===== src/rtl/temporal_pkg.sv =====
// Shared types and constants for the temporal pulse encoder.
// Optional build macro TEMPORAL_PULSE_ENCODER_EDGE_EN selects edge-transition mode.
package temporal_pkg;

   localparam int GAMMA_CYCLE_WIDTH_DEF = 16;
   localparam int VAL_W_DEF             = $clog2(GAMMA_CYCLE_WIDTH_DEF) + 1;

   typedef logic [VAL_W_DEF-1:0] spike_time_t;

   // Any value >= GAMMA_CYCLE_WIDTH means "no spike"; all ones is the canonical one.
   localparam spike_time_t NULL_VAL = '1;

   typedef enum logic [1:0] {
      IDLE,
      FIRE,
      DONE
   } ch_state_e;

endpackage


===== src/rtl/temporal_pulse_ch.sv =====
// One output channel: spike-time FSM with pulse down-counter and registered output.
// TEMPORAL_PULSE_ENCODER_EDGE_EN keeps the output high from the spike until the gamma wrap.
module temporal_pulse_ch
   import temporal_pkg::*;
#(
   parameter int PULSE_WIDTH = 8,
   parameter int VAL_W       = VAL_W_DEF
) (
   input  logic             aclk,
   input  logic             grst_n,
   input  logic             i_en,
   input  logic             i_wrap,
   input  logic [VAL_W-1:0] i_cnt_next,
   input  logic [VAL_W-1:0] i_v_load,
   output logic             o_q
);

   ch_state_e        r_state;
   logic [VAL_W-1:0] r_v;
   logic             r_q;
`ifndef TEMPORAL_PULSE_ENCODER_EDGE_EN
   localparam logic [VAL_W-1:0] LEFT_INIT = VAL_W'(PULSE_WIDTH - 1);
   logic [VAL_W-1:0] r_left;
`endif

   // Decisions use the counter value of the coming cycle so q lines up with gamma_cnt.
   always_ff @(posedge aclk or negedge grst_n) begin
      if (!grst_n) begin
         r_state <= IDLE;
         r_v     <= '1;
         r_q     <= 1'b0;
`ifndef TEMPORAL_PULSE_ENCODER_EDGE_EN
         r_left  <= '0;
`endif
      end else if (!i_en) begin
         r_q <= 1'b0;
      end else if (i_wrap) begin
         r_v <= i_v_load;
         if (i_v_load == '0) begin
            r_state <= FIRE;
            r_q     <= 1'b1;
`ifndef TEMPORAL_PULSE_ENCODER_EDGE_EN
            r_left  <= LEFT_INIT;
`endif
         end else begin
            r_state <= IDLE;
            r_q     <= 1'b0;
         end
      end else begin
         case (r_state)
            IDLE: begin
               if (i_cnt_next == r_v) begin
                  r_state <= FIRE;
                  r_q     <= 1'b1;
`ifndef TEMPORAL_PULSE_ENCODER_EDGE_EN
                  r_left  <= LEFT_INIT;
`endif
               end else begin
                  r_q <= 1'b0;
               end
            end
            FIRE: begin
`ifndef TEMPORAL_PULSE_ENCODER_EDGE_EN
               if (r_left == '0) begin
                  r_state <= DONE;
                  r_q     <= 1'b0;
               end else begin
                  r_left <= r_left - 1'b1;
                  r_q    <= 1'b1;
               end
`else
               r_q <= 1'b1;
`endif
            end
            DONE: begin
               r_q <= 1'b0;
            end
            default: begin
               r_state <= IDLE;
               r_q     <= 1'b0;
            end
         endcase
      end
   end

   assign o_q = r_q;

endmodule


===== src/rtl/temporal_pulse_encoder.sv =====
// Gamma counter, double-buffered spike-time sets with valid/ready intake, NUM_CH pulse channels.
// Build macro TEMPORAL_PULSE_ENCODER_EDGE_EN: pulses become rising edges held to the gamma wrap.
module temporal_pulse_encoder
   import temporal_pkg::*;
#(
   parameter int NUM_CH            = 4,
   parameter int GAMMA_CYCLE_WIDTH = GAMMA_CYCLE_WIDTH_DEF,
   parameter int PULSE_WIDTH       = 8,
   parameter int VAL_W             = $clog2(GAMMA_CYCLE_WIDTH) + 1
) (
   input  logic                    aclk,
   input  logic                    grst_n,
   input  logic                    en,
   input  logic                    in_valid,
   output logic                    in_ready,
   input  logic [NUM_CH*VAL_W-1:0] in_vals,
   output logic [NUM_CH-1:0]       q,
   output logic [VAL_W-1:0]        gamma_cnt,
   output logic                    gamma_start
);

   localparam logic [VAL_W-1:0] LAST_POS = VAL_W'(GAMMA_CYCLE_WIDTH - 1);

   logic [VAL_W-1:0]        r_cnt;
   logic [NUM_CH*VAL_W-1:0] r_shadow;
   logic                    r_shadow_full;
   logic                    r_gamma_start;

   logic [VAL_W-1:0]        w_cnt_next;
   logic [NUM_CH*VAL_W-1:0] w_load_vals;
   logic                    w_accept;
   logic                    w_wrap;

   assign w_accept   = in_valid && !r_shadow_full;
   assign w_wrap     = en && (r_cnt == LAST_POS);
   assign w_cnt_next = (r_cnt == LAST_POS) ? '0 : r_cnt + 1'b1;

   // A set accepted on the wrap edge skips the shadow and goes live immediately.
   assign w_load_vals = r_shadow_full ? r_shadow : (w_accept ? in_vals : '1);

   always_ff @(posedge aclk or negedge grst_n) begin
      if (!grst_n) begin
         r_cnt         <= '0;
         r_shadow      <= '1;
         r_shadow_full <= 1'b0;
         r_gamma_start <= 1'b0;
      end else begin
         if (en) begin
            r_cnt <= w_cnt_next;
         end
         r_gamma_start <= en && (w_cnt_next == '0);
         if (w_wrap) begin
            r_shadow_full <= 1'b0;
         end else if (w_accept) begin
            r_shadow      <= in_vals;
            r_shadow_full <= 1'b1;
         end
      end
   end

   generate
      for (genvar gi = 0; gi < NUM_CH; gi++) begin : g_ch
         temporal_pulse_ch #(
            .PULSE_WIDTH (PULSE_WIDTH),
            .VAL_W       (VAL_W)
         ) u_ch (
            .aclk       (aclk),
            .grst_n     (grst_n),
            .i_en       (en),
            .i_wrap     (w_wrap),
            .i_cnt_next (w_cnt_next),
            .i_v_load   (w_load_vals[gi*VAL_W +: VAL_W]),
            .o_q        (q[gi])
         );
      end
   endgenerate

   assign in_ready    = !r_shadow_full;
   assign gamma_cnt   = r_cnt;
   assign gamma_start = r_gamma_start;

endmodule


===== config.mk =====
export PLATFORM = sky130hd
export DESIGN_NAME = temporal_pulse_encoder
export DESIGN_NICKNAME = d
export VERILOG_FILES = /design/src/rtl/temporal_pkg.sv /design/src/rtl/temporal_pulse_ch.sv /design/src/rtl/temporal_pulse_encoder.sv
export SDC_FILE = /design/constraint.sdc
export NUM_CORES = 1
export LEC_CHECK = 0
export BUFFER_PORTS_ARGS = -buffer_cell sky130_fd_sc_hd__buf_2
export CAP_MARGIN = 30
export CORE_UTILIZATION = 48
export DETAILED_ROUTE_END_ITERATION = 8
export GPL_TIMING_DRIVEN = 0
export PLACE_DENSITY = 0.66
export SYNTH_ARGS = -nofsm -noshare
export SYNTH_HDL_FRONTEND = slang
export SYNTH_SLANG_ARGS = --single-unit

===== constraint.sdc =====
create_clock -name aclk -period 3.3 [get_ports aclk]
set_input_delay 0.495 -clock aclk [delete_from_list [all_inputs] [get_ports aclk]]
set_output_delay 0.495 -clock aclk [all_outputs]
set_load 0.1 [all_outputs]

# Word-level counts from Yosys, hierarchy flattened
# Cells that the tools add are included.
[totals] regBits=79 elab_cells=160
[classes] n_reduce_logical=32 eq_ne=33 bitwise=1 muxes=69 n_addsub=5
[op_table] operator="5-bit two-way mux" count=17
[op_table] operator="5-bit zero test" count=9
[op_table] operator="20-bit two-way mux" count=2
[op_table] operator="5-bit one-hot mux with 2 select lines" count=4
[op_table] operator="1-bit two-way mux" count=26
[op_table] operator="2-bit two-way mux" count=12
[op_table] operator="2-bit one-hot mux with 3 select lines" count=4
[op_table] operator="3-bit by 2-bit != test with 1-bit output, second input constant" count=7
[op_table] operator="5-bit == test" count=4
[op_table] operator="5-bit AND reduction" count=4
[op_table] operator="5-bit by 1-bit subtractor with 5-bit output, second input constant" count=4
[op_table] operator="4-bit AND reduction" count=4
[op_table] operator="3-bit nonzero test" count=4
[op_table] operator="3-bit != test, second input constant" count=3
[op_table] operator="2-bit by 1-bit == test with 1-bit output, second input constant" count=4
[op_table] operator="2-bit == test, second input constant" count=4
[op_table] operator="2-bit zero test" count=4
[op_table] operator="2-bit by 1-bit != test with 1-bit output, second input constant" count=4
[op_table] operator="2-bit != test, second input constant" count=4
[op_table] operator="1-bit one-hot mux with 2 select lines" count=4
[op_table] operator="3-bit by 1-bit != test with 1-bit output, second input constant" count=2
[op_table] operator="5-bit by 1-bit adder with 5-bit output, second input constant" count=1
[op_table] operator="5-bit by 4-bit == test with 1-bit output, second input constant" count=1
[op_table] operator="2-bit AND reduction" count=2
[op_table] operator="other kinds (4)" count=6

# Depth between registers and ports, before layout
# Gate-level depths: netlist of the first run.
[depth] word_depth=8 ltp_mapped=10 ltp_nobuf=8

# Hierarchy
# Synthesis of the first run repeated with hierarchy kept, for this count alone.
[unflattened] cells_unflattened=364 area_unflattened_um2=4294.1
[by_module_without_submodules] mod="temporal_pulse_encoder" seq_area_each_um2=700.7 n_inst=1 cells_each=110 area_each_um2=1485.2
[by_module_without_submodules] mod="temporal_pulse_ch at g_ch[1].u_ch ..." seq_area_each_um2=331.6 n_inst=2 cells_each=64 area_each_um2=699.4
[by_module_without_submodules] mod="temporal_pulse_ch at g_ch[0].u_ch" seq_area_each_um2=331.6 n_inst=1 cells_each=66 area_each_um2=711.9
[by_module_without_submodules] mod="temporal_pulse_ch at g_ch[3].u_ch" seq_area_each_um2=331.6 n_inst=1 cells_each=60 area_each_um2=698.2

# Least setup slack after synthesis of the first run
# No wires, ideal clock.
[synth_path] path_kind="reg-to-reg" startpoint="reg r_cnt[1] (netlist: gamma_cnt[1])" endpoint="reg g_ch[3].u_ch.r_left[0]" slack_ps=138 t_required_ps=3175 stages_incl_launch_ff=10 n_path_buf=1 arrival_time_ps=3037 setup_time_ps=125 cell_sequence="dfrtp_1 ha_1 buf_2 nand4b_1 nor2_1 nor3_1 a21oi_1 nor2b_1 nand2b_1 mux2_2"
[synth_between] elab_chain_cells=5 word_cells_on_any_way=11 cone_classes="add/sub: 1; eq/ne: 5; mux: 2; reduce/logical: 3"
[synth_lines] element="start: declaration" line="temporal_pulse_encoder.sv:24" source="logic [VAL_W-1:0] r_cnt;"
[synth_lines] element="start signal: assignment" line="temporal_pulse_encoder.sv:49" source="r_cnt <= w_cnt_next;"
[synth_lines] element="5-bit by 1-bit adder with 5-bit output / 5-bit by 4-bit == test with 1-bit output (equally long branches)" line="temporal_pulse_encoder.sv:36, temporal_pulse_encoder.sv:35"
[synth_lines] element="5-bit two-way mux" line="temporal_pulse_encoder.sv:36" source="assign w_cnt_next = (r_cnt == LAST_POS) ? '0 : r_cnt + 1'b1;"
[synth_lines] element="5-bit == test" line="temporal_pulse_ch.sv:52" source="if (i_cnt_next == r_v) begin"
[synth_lines] element="3-bit by 2-bit != test with 1-bit output (no line)"
[synth_lines] element="5-bit AND reduction (no line)"
[synth_lines] element="end signal: assignment" line="temporal_pulse_ch.sv:68" source="r_left <= r_left - 1'b1;"
[synth_lines] element="end: declaration" line="temporal_pulse_ch.sv:23" source="logic [VAL_W-1:0] r_left;"
# Several ways; a longest one is shown, not always the timed one.
# A chain may end at the register's enable or synchronous reset.

# Worst setup path in the final report of the first run
# Same ends and word-level chain as after synthesis.

==> impl_metrics.env, run 1 <==
export IMPL_hp_class="input port to async pin"
export IMPL_row_count=34
export IMPL_fp_dieH_um=97.59
export IMPL_seq_area_frac_synth_pct=46.22
export IMPL_power_density_nw_per_um2=947.6
export IMPL_yosysTopAreaCellShare_pct=23.97
export IMPL_yosysWarningCount=0
export IMPL_insertedDiodeCount=0
export IMPL_antenna_left=0
export IMPL_critPathMaxFanout=10
export IMPL_yosys_most_used_dff="dfstp_2"
export IMPL_stdcell_count=617
export IMPL_max_clock_freq_mhz=338.3
export IMPL_maxSlewHeadroom_pct=60.56
export IMPL_worstPathArrival_ns=3.21
export IMPL_fin_skew_ns=0.01259
export IMPL_final_setup_tns_ns=0
export IMPL_dr_pass1_iters=4
export IMPL_start_kind="flip-flop"
export IMPL_drv_cap=0
export IMPL_p_total_mw=4.659
export IMPL_synth_common_cells="nand2_1 (48), o21ai_0 (42), dfstp_2 (40)"
export IMPL_wl_per_cell_um=16.13
export IMPL_clk_latency_ns=0.36
export IMPL_drcViolationCount=0
export IMPL_crit_type="flip-flop to flip-flop"
export IMPL_syn_area_um2=4385
export IMPL_cts_sinks=79
export IMPL_period_minus_slack_ns=2.956
export IMPL_layout_setup_ws_ns=0.3442
export IMPL_rsz0062_at_grt="false"
export IMPL_core_region_area_um2=8763
export IMPL_die_area_um2=9523
export IMPL_hold_buffers=0
export IMPL_place_hpwl_um=7477
export IMPL_cts_root_buffer="clkbuf_8"
export IMPL_io_buffers=34
export IMPL_clkTransAtPathRegs_ns=0.09
export IMPL_post_cts_buffers=0
export IMPL_synth_most_common_cell="nand2_1"
export IMPL_gp_congestion=0.8672
export IMPL_grt_pass1_vias=3505
export IMPL_slowest_delay_ns=0.41
export IMPL_hold_viol=0
export IMPL_dpl_cell_area_um2=4721
export IMPL_postRouteWirelength_um=9953
export IMPL_ir_drop_mv=0.4639
export IMPL_maxSlewViolCount=0
export IMPL_cts_tree="yes"
export IMPL_worst_slew_pin_slew_ns=0.5880
export IMPL_cts_buffers=9
export IMPL_vias_per_cell=5.794
export IMPL_dr_first_iter_drc_count=162
export IMPL_synthArstFlopShare_pct=100.0
export IMPL_status="finished, final reports clean"
export IMPL_layout_drive_gt1_share_pct=26.72
export IMPL_p_leak_nw=2.092
export IMPL_fin_area_um2=4917
export IMPL_dp_cells=601
export IMPL_syn2layout_area_growth_pct=12.13
export IMPL_worst_endpoint_required_ns=3.55
export IMPL_netlist_instances=458
export IMPL_grt_total_usage_pct=22.51
export IMPL_yosysTopAreaCell="dfstp_2"
export IMPL_syn_avg_cell_area_um2=9.575
export IMPL_synth_seq_cells=79
export IMPL_netlist_cell_type_count=63
export IMPL_grt_max_degree=56
export IMPL_slowest_stage="dfrtp_1"
export IMPL_synth_fp_nets=491
export IMPL_final_nets=537
export IMPL_gr_total_overflow=0
export IMPL_synth_edf_count=0
export IMPL_fp_dieW_um=97.59
export IMPL_min_period_over_period_pct=89.57
export IMPL_clk_path_buf_depth=2
export IMPL_num_vias=3575
export IMPL_grt_pass1_wl_um=17120
export IMPL_h_tree_depth=3
export IMPL_antenna_found_initial=0
export IMPL_end_kind="flip-flop"
export IMPL_start_util_pct=50.04
export IMPL_path_cells="ha_1, buf_2, nand4b_1, nor2_2, nor3_1, a21oi_1, nor2b_1, nand2b_1, mux2_2"
export IMPL_synth_area_leaders="dfstp_2 (24%), dfrtp_1 (22%), mux2_2 (5.9%)"
export IMPL_cts_resized_gates=0
export IMPL_pin_count=35
export IMPL_setup_viol=0
export IMPL_place_ws_ns=0.2024
-- path summary, 6_finish.rpt --
path	startpoint	to	slack, ns	cells past startpoint
max	gamma_cnt[1]	g_ch[3].u_ch.r_left[0]	0.34	9
min	grst_n	g_ch[3].u_ch.r_left[4]	0.04	1
max reg2reg	gamma_cnt[1]	g_ch[3].u_ch.r_left[0]	0.34	9
min reg2reg	g_ch[2].u_ch.r_left[3]	g_ch[2].u_ch.r_left[3]	0.48	1
max in group asynchronous	grst_n	g_ch[1].u_ch.r_v[4]	2.62	2
min in group aclk	in_vals[14]	r_shadow[14]	0.38	2
-- through the flow --
step / hold WS (ns) / utilization (%)
floorplan: 0.1994 / -
global placement: 0.4695 / 53.53
detailed placement: 0.4347 / 53.87
CTS: 0.03769 / 56.08
global route: 0.05621 / 56.11
finish: 0.04144 / 56.11
-- area by class of cell --
| cell class | count | area [µm²] |
|---|---|---|
| fill | 780 | 3846 |
| multi-input combinational | 329 | 2150 |
| sequential | 79 | 2027 |
| timing repair buffer | 35 | 200.2 |
| tap | 108 | 135.1 |
| clock buffer | 10 | 127.6 |
| buffer | 27 | 125.1 |
| inverter | 23 | 86.33 |
| clock inverter | 6 | 66.31 |
-- placed cells by master, fill, tap and decap left out, types with 5 or more instances in the layout --
cell,n
xor2_1,6
buf_4,5
nor3_1,13
a31oi_1,9
nand2_1,48
nor2_1,30
or4_1,6
inv_1,21
buf_2,40
clkbuf_8,9
o21ai_0,42
mux2_2,23
ha_1,9
nand2b_1,12
nor2b_1,9
dfstp_2,40
xnor2_1,6
or3_1,5
dfrtp_1,39
o22ai_1,23
nand3_1,7
clkbuf_1,14
a21oi_1,15
-- logic make-up after synthesis --
group,share of synthesized area (%)
buffers and inverters,4.822
and+or+nand+nor,18.37
DFF,46.22
adders and majority gates,2.796
xor gates and xnor gates,2.397
muxes,6.705
AOI/OAI and AO/OA,18.69
-- state kept, by name, indices dropped and copies added, names as in the netlist --
register           flops
r_shadow              20
r_shadow_full          1
g_ch.u_ch.o_q          4
gamma_cnt              5
g_ch.u_ch.r_v         20
g_ch.u_ch.r_left      20
gamma_start            1
g_ch.u_ch.r_state      8
-- per-layer routing --
layer,global-route usage (%),vias to the layer above,wire [µm]
met5,0,-,0
met4,7.692,0,121
met3,2.950,10,370
met2,36.63,76,4646
met1,30.98,1740,4815
li1,-,1749,-
-- power breakdown --
group	internal, mW	switching [mW]
clock	0.354	0.371
sequential	1.49	0.315
combinational	0.812	1.32
total	2.65	2.01
-- critical path, delay by kind of cell (launching register included) --
kind | cells | cell delay (ns)
simple gates | 5 | 1.21
buf+inv | 1 | 0.24
flops | 1 | 0.41
compound gates | 1 | 0.37
mux | 1 | 0.35
fa+ha+maj | 1 | 0.27
Power figures use the tool's default switching activity.
==> run 2: changes to the inputs <==
CORE_UTILIZATION = 50   (was 48)
PLACE_DENSITY = 0.68   (was 0.66)
SYNTH_HIERARCHICAL = 1   (was default)
==> run 2 against run 1 <==
Against the previous run: synthesized cell count is 21% lower; hold slack worse by 0.022 ns; critical path depth stayed put; first-iteration DRC count shrank 51%; sequential share of layout area increased by 0.41 points; count of clock-buffer cells in the layout increased by 1; final area shrank 0.87%; largest cell class unchanged.
==> impl_metrics.env, run 2 <==
export IMPL_hold_viol=0
export IMPL_period_minus_slack_ns=3.128
export IMPL_grt_pass1_wl_um=14230
export IMPL_max_clock_freq_mhz=319.7
export IMPL_synth_common_cells="dfstp_2 (40), dfrtp_1 (39), mux2_2 (23), nand2_1 (23), nor2_1 (23)"
export IMPL_gr_total_overflow=0
export IMPL_fp_dieH_um=94.67
export IMPL_vias_per_cell=5.733
export IMPL_hold_buffers=0
export IMPL_hp_class="input port to async pin"
export IMPL_holdWs_ns=0.01954
export IMPL_yosys_most_used_dff="dfstp_2"
export IMPL_setup_viol=0
export IMPL_synth_edf_count=0
export IMPL_ff2ff_path_depth=9
export IMPL_r2r_start="gamma_cnt[0]"
export IMPL_maxSlewViolCount=0
export IMPL_p_leak_nw=2.130
export IMPL_grt_pass1_vias=2971
export IMPL_drv_cap=0
export IMPL_cts_tree="yes"
export IMPL_num_vias=2981
export IMPL_antenna_found_initial=0
export IMPL_grt_total_usage_pct=20.96
export IMPL_start_kind="flip-flop"
export IMPL_multi_input_area_um2=2111
export IMPL_place_hpwl_um=5905
export IMPL_seq_area_frac_synth_pct=47.20
export IMPL_layout_common_cells="dfstp_2 (40), dfrtp_1 (37), buf_2 (33)"
export IMPL_reg_top3="g_ch.u_ch/r_left (20), g_ch.u_ch/r_v (20), r_shadow (20)"
export IMPL_min_period_over_period_pct=94.78
export IMPL_n_fill_cell=722
export IMPL_syn2layout_area_growth_pct=13.52
export IMPL_yosysTopAreaCell="dfstp_2"
export IMPL_dpl_cell_area_um2=4628
export IMPL_start_util_pct=52.00
export IMPL_synthArstFlopShare_pct=100.0
export IMPL_dr_pass1_iters=4
export IMPL_worst_slew_pin_slew_ns=0.8711
export IMPL_fp_dieW_um=94.67
export IMPL_grt_max_degree=61
export IMPL_io_buffers=34
export IMPL_final_setup_tns_ns=0
export IMPL_seq_area_um2=2029
export IMPL_status="finished, final reports clean"
export IMPL_clk_latency_ns=0.35
export IMPL_power_density_nw_per_um2=920.2
export IMPL_dr_first_iter_drc_count=79
export IMPL_drcViolationCount=0
export IMPL_final_common_cell="dfstp_2"
export IMPL_wl_per_cell_um=16.60
export IMPL_crit_start="gamma_cnt[0]"
export IMPL_core_region_area_um2=8258
export IMPL_worst_endpoint_required_ns=3.54
export IMPL_h_tree_depth=3
export IMPL_netlist_instances=364
export IMPL_synth_area_leaders="dfstp_2 (24%), dfrtp_1 (23%), mux2_4 (7.3%)"
export IMPL_fin_skew_ns=0.008268
export IMPL_end_kind="flip-flop"
export IMPL_synth_most_common_cell="dfstp_2"
export IMPL_antenna_left=0
export IMPL_syn_avg_cell_area_um2=11.80
export IMPL_ir_drop_mv=0.9025
export IMPL_yosysWarningCount=6
export IMPL_pin_count=35
export IMPL_row_count=33
export IMPL_insertedDiodeCount=0
export IMPL_use_met3_pct=5.395
export IMPL_fin_area_um2=4875
export IMPL_die_area_um2=8962
export IMPL_gr_max_usage_layer="met2"
export IMPL_grtUsageMet1_pct=27.64
export IMPL_netlist_cell_type_count=62
export IMPL_rsz0062_at_grt="false"
export IMPL_worstPathArrival_ns=3.37
export IMPL_gp_congestion=0.7782
export IMPL_yosysTopAreaCellShare_pct=24.48
export IMPL_cts_root_buffer="clkbuf_8"
export IMPL_crit_type="flip-flop to flip-flop"
export IMPL_clk_path_buf_depth=2
export IMPL_maxSlewHeadroom_pct=41.66
export IMPL_layout_drive_gt1_share_pct=40.72
export IMPL_met2_usage_pct=33.75
export IMPL_p_total_mw=4.486
export IMPL_synth_seq_cells=79
export IMPL_critPathMaxFanout=26
export IMPL_cts_buffers=9
export IMPL_cts_resized_gates=0
export IMPL_clkTransAtPathRegs_ns=0.09
export IMPL_post_cts_buffers=0
export IMPL_final_nets=440
export IMPL_synth_fp_nets=394
export IMPL_cts_sinks=79
export IMPL_syn_area_um2=4294
export IMPL_postRouteWirelength_um=8632
[run 2: cell type report]
class / count / share of cell area [%]
Multi-Input combinational cell: 254 / 43.30
Sequential cell: 79 / 41.63
Timing Repair Buffer: 35 / 4.107
Buffer: 11 / 1.668
Tap cell: 105 / 2.695
Clock buffer: 11 / 2.900
Clock inverter: 5 / 2.156
Inverter: 20 / 1.540
[run 2: worst max-delay path: stages (launching register included)]
cell,delay [ns]
dfrtp_2,0.45
ha_1,0.20
buf_4,0.16
and4b_4,0.20
and2_2,0.37
nor3b_1,0.60
nor2b_1,0.25
nor2_2,0.06
a211oi_4,0.39
mux2_4,0.33
[run 2: power breakdown]
part | total (mW) | internal [mW] | switching [mW]
clock network | 0.891 | 0.524 | 0.368
logic | 2.00 | 0.815 | 1.19
registers | 1.59 | 1.38 | 0.207
total | 4.49 | 2.72 | 1.76
[run 2: through the flow]
stage	std cells	utilization [%]	setup WS, ns
floorplan	364	-	0.008288
global placement	503	55.68	0.08700
detailed placement	504	56.05	0.1033
CTS	520	59.03	0.2081
global route	520	59.03	0.03762
finish	520	59.03	0.1724
[run 2: cell families (layout without fill, tap and decap cells)]
kind of cell	Yosys count	in the layout	synth area share, %
and+or+nand+nor	98	98	13.02
AOI/OAI and AO/OA	82	82	16.06
DFF	79	79	47.20
muxes	46	46	13.84
buffers and inverters	31	82	3.642
xor gates and xnor gates	22	22	4.487
adders and majority gates	6	6	1.748
[run 2: per-layer routing]
metal | routed length [µm] | vias up
li1 | - | 1431
met1 | 4131 | 1499
met2 | 4116 | 42
met3 | 257 | 9
met4 | 126 | 0
met5 | 0 | -
[run 2: path summary, 6_finish.rpt]
kind,to,slack (ns)
setup / recovery,g_ch[3].u_ch/r_left[1],0.17
hold / removal,g_ch[3].u_ch/r_state[1],0.02
setup reg to reg,g_ch[3].u_ch/r_left[1],0.17
hold reg to reg,g_ch[0].u_ch/r_left[0],0.52
max in group asynchronous,r_shadow[18],2.65
min in group aclk,r_shadow_full,0.38
==> run 3: changes to the inputs <==
ABC_AREA = 1   (was default)
RECOVER_POWER = 25   (was default)
==> run 3 against run 2 <==
Against the previous run: the run now ends with capacitance limit, slew limit left; power grew 17%; clock power grew 11%; maximum frequency grew 11%; sequential power grew 15%; synthesized cell count grew 66%; final cell count grew 47%; critical path type unchanged.
==> impl_metrics.env, run 3 <==
export IMPL_grt_total_usage_pct=22.88
export IMPL_start_kind="flip-flop"
export IMPL_postRouteWirelength_um=10170
export IMPL_cts_sinks=79
export IMPL_grt_pass1_wl_um=17540
export IMPL_synth_fp_nets=636
export IMPL_reg_top3="g_ch.u_ch/r_left (20), g_ch.u_ch/r_v (20), r_shadow (20)"
export IMPL_max_clock_freq_mhz=355.5
export IMPL_grt_max_degree=51
export IMPL_synth_adder_area_share_pct=1.609
export IMPL_synth_area_leaders="dfstp_2 (23%), dfrtp_1 (21%), nand2_1 (14%)"
export IMPL_synth_most_common_cell="nand2_1"
export IMPL_antenna_found_initial=0
export IMPL_gr_total_overflow=0
export IMPL_status="finished with violations"
export IMPL_row_count=34
export IMPL_synthSimpleGateAreaFrac_pct=33.94
export IMPL_drv_cap=1
export IMPL_synth_seq_cells=79
export IMPL_grt_pass1_vias=3746
export IMPL_seq_area_frac_synth_pct=43.43
export IMPL_num_vias=3950
export IMPL_power_density_nw_per_um2=996.8
export IMPL_worst_slew_pin_slew_ns=1.627
export IMPL_cts_buffers=9
export IMPL_setup_viol=0
export IMPL_ff2ff_path_depth=15
export IMPL_yosysWarningCount=6
export IMPL_clk_path_buf_depth=2
export IMPL_die_area_um2=9724
export IMPL_syn2layout_area_growth_pct=12.60
export IMPL_h_tree_depth=3
export IMPL_period_minus_slack_ns=2.813
export IMPL_n_fill_cell=785
export IMPL_wl_per_cell_um=13.30
export IMPL_cts_tree="yes"
export IMPL_vias_per_cell=5.163
export IMPL_cts_root_buffer="clkbuf_8"
export IMPL_netlist_cell_type_count=38
export IMPL_cts_resized_gates=0
export IMPL_dr_first_iter_drc_count=148
export IMPL_violations="capacitance limit, slew limit"
export IMPL_hold_buffers=0
export IMPL_layout_drive_gt1_share_pct=22.68
export IMPL_final_nets=682
export IMPL_seq_area_um2=2027
export IMPL_drcViolationCount=0
export IMPL_yosysTopAreaCell="dfstp_2"
export IMPL_hp_class="input port to flip-flop"
export IMPL_pin_count=35
export IMPL_yosysTopAreaCellShare_pct=22.52
export IMPL_dr_pass1_iters=4
export IMPL_clkTransAtPathRegs_ns=0.09
export IMPL_crit_type="flip-flop to flip-flop"
export IMPL_critPathMaxFanout=19
export IMPL_syn_area_um2=4667
export IMPL_start_util_pct=52.49
export IMPL_antenna_left=0
export IMPL_post_cts_buffers=0
export IMPL_netlist_instances=606
export IMPL_gp_congestion=0.7858
export IMPL_final_common_cell="nand2_1"
export IMPL_synth_area_mux_share_pct=1.689
export IMPL_multi_input_area_um2=2220
export IMPL_clk_latency_ns=0.35
export IMPL_io_buffers=34
export IMPL_worstPathArrival_ns=3.06
export IMPL_final_setup_tns_ns=0
export IMPL_fp_dieH_um=98.61
export IMPL_core_region_area_um2=8891
export IMPL_maxSlewViolCount=31
export IMPL_insertedDiodeCount=0
export IMPL_syn_avg_cell_area_um2=7.701
export IMPL_place_hpwl_um=7255
export IMPL_maxSlewHeadroom_pct=-8.470
export IMPL_ir_drop_mv=0.4277
export IMPL_rsz0062_at_grt="false"
export IMPL_holdWs_ns=0.3642
export IMPL_p_leak_nw=2.817
export IMPL_yosys_most_used_dff="dfstp_2"
export IMPL_end_kind="flip-flop"
export IMPL_layout_common_cells="nand2_1 (180), inv_1 (81), nor2_1 (59)"
export IMPL_synth_compound_area_share_pct=9.008
export IMPL_synth_edf_count=0
export IMPL_p_total_mw=5.238
export IMPL_synth_top_family_by_area="simple AND/OR/NAND/NOR gates"
export IMPL_hold_viol=0
export IMPL_synthArstFlopShare_pct=100.0
export IMPL_synth_common_cells="nand2_1 (180), inv_1 (81), nor2_1 (59)"
export IMPL_min_period_over_period_pct=85.24
export IMPL_hold_path_depth=3
export IMPL_fin_skew_ns=0.01357
export IMPL_worst_endpoint_required_ns=3.55
export IMPL_fp_dieW_um=98.61
export IMPL_synth_xor_area_share_pct=1.314
-- run 3: cell count changes after synthesis, moves of 10 or more --
cell     before  now
inv_1        20   81
mux2_2       23    3
mux2_4       21    0
nand2_1      23  180
nand2_2       0   10
nand3_1       7   54
nand4_1       1   16
nor2_1       23   59
o21ai_2       0   10
xor2_1       19    2
-- run 3: area by class of cell --
type | count | share of cell area (%)
multi-input cells | 426 | 42.24
plain buffers | 12 | 1.595
clock inverters | 5 | 2.429
repair buffers | 35 | 3.310
flip-flops and latches | 79 | 38.57
clock buffers | 11 | 2.881
inverters | 89 | 6.405
well taps | 108 | 2.571
-- run 3: where the power goes --
part / switching [mW] / total [mW] / internal [mW]
registers: 0.290 / 1.83 / 1.54
clock network: 0.370 / 0.991 / 0.621
logic: 1.62 / 2.42 / 0.800
-- run 3: worst max-delay path, stage by stage, from the launching register on --
cell and delay [ns]:
dfrtp_1 0.46, ha_1 0.26, nand2_2 0.10, nor2_4 0.14
nand3_4 0.12, inv_1 0.65, buf_6 0.24, inv_4 0.05
nor2_4 0.07, nand3_2 0.10, nand2_2 0.08, o21ai_2 0.06
nor2_4 0.17, nand2_4 0.10, nand2_1 0.06, nand2_1 0.04
-- run 3: metrics by stage --
step | instances | utilization (%) | worst slack [ns] | instance area, µm²
2_1_floorplan | 606 | - | 0.2540 | 4667
3_3_place_gp | 748 | 55.92 | 0.3001 | 4972
3_5_place_dp | 749 | 56.26 | 0.2677 | 5002
4_1_cts | 765 | 59.40 | 0.5003 | 5281
5_1_grt | 765 | 59.11 | 0.2371 | 5255
6_report | 765 | 59.11 | 0.4872 | 5255
-- run 3: path summary, 6_finish.rpt --
path / from / end / slack, ns
setup / recovery: gamma_cnt[0] / g_ch[3].u_ch/r_left[3] / 0.49
hold / removal: in_vals[9] / r_shadow[9] / 0.36
setup reg to reg: gamma_cnt[0] / g_ch[3].u_ch/r_left[3] / 0.49
hold reg to reg: r_shadow[12] / r_shadow[12] / 0.46
max in group asynchronous: grst_n / g_ch[2].u_ch/r_left[1] / 0.79
min in group asynchronous: grst_n / gamma_cnt[2] / 0.55
-- run 3: layer usage --
layer	track usage [%]	share of wire, %	vias to the layer above
li1	-	-	2030
met5	0	0	-
met2	38.08	47	74
met4	7.807	1.4	0
met3	3.191	3.8	12
met1	30.86	48	1834
-- run 3: cell families after synthesis --
group                      count (synthesis)
AOI/OAI and AO/OA                         59
adders and majority gates                  6
buffers and inverters                    101
xor gates and xnor gates                   7
muxes                                      7
DFF                                       79
and+or+nand+nor                          347
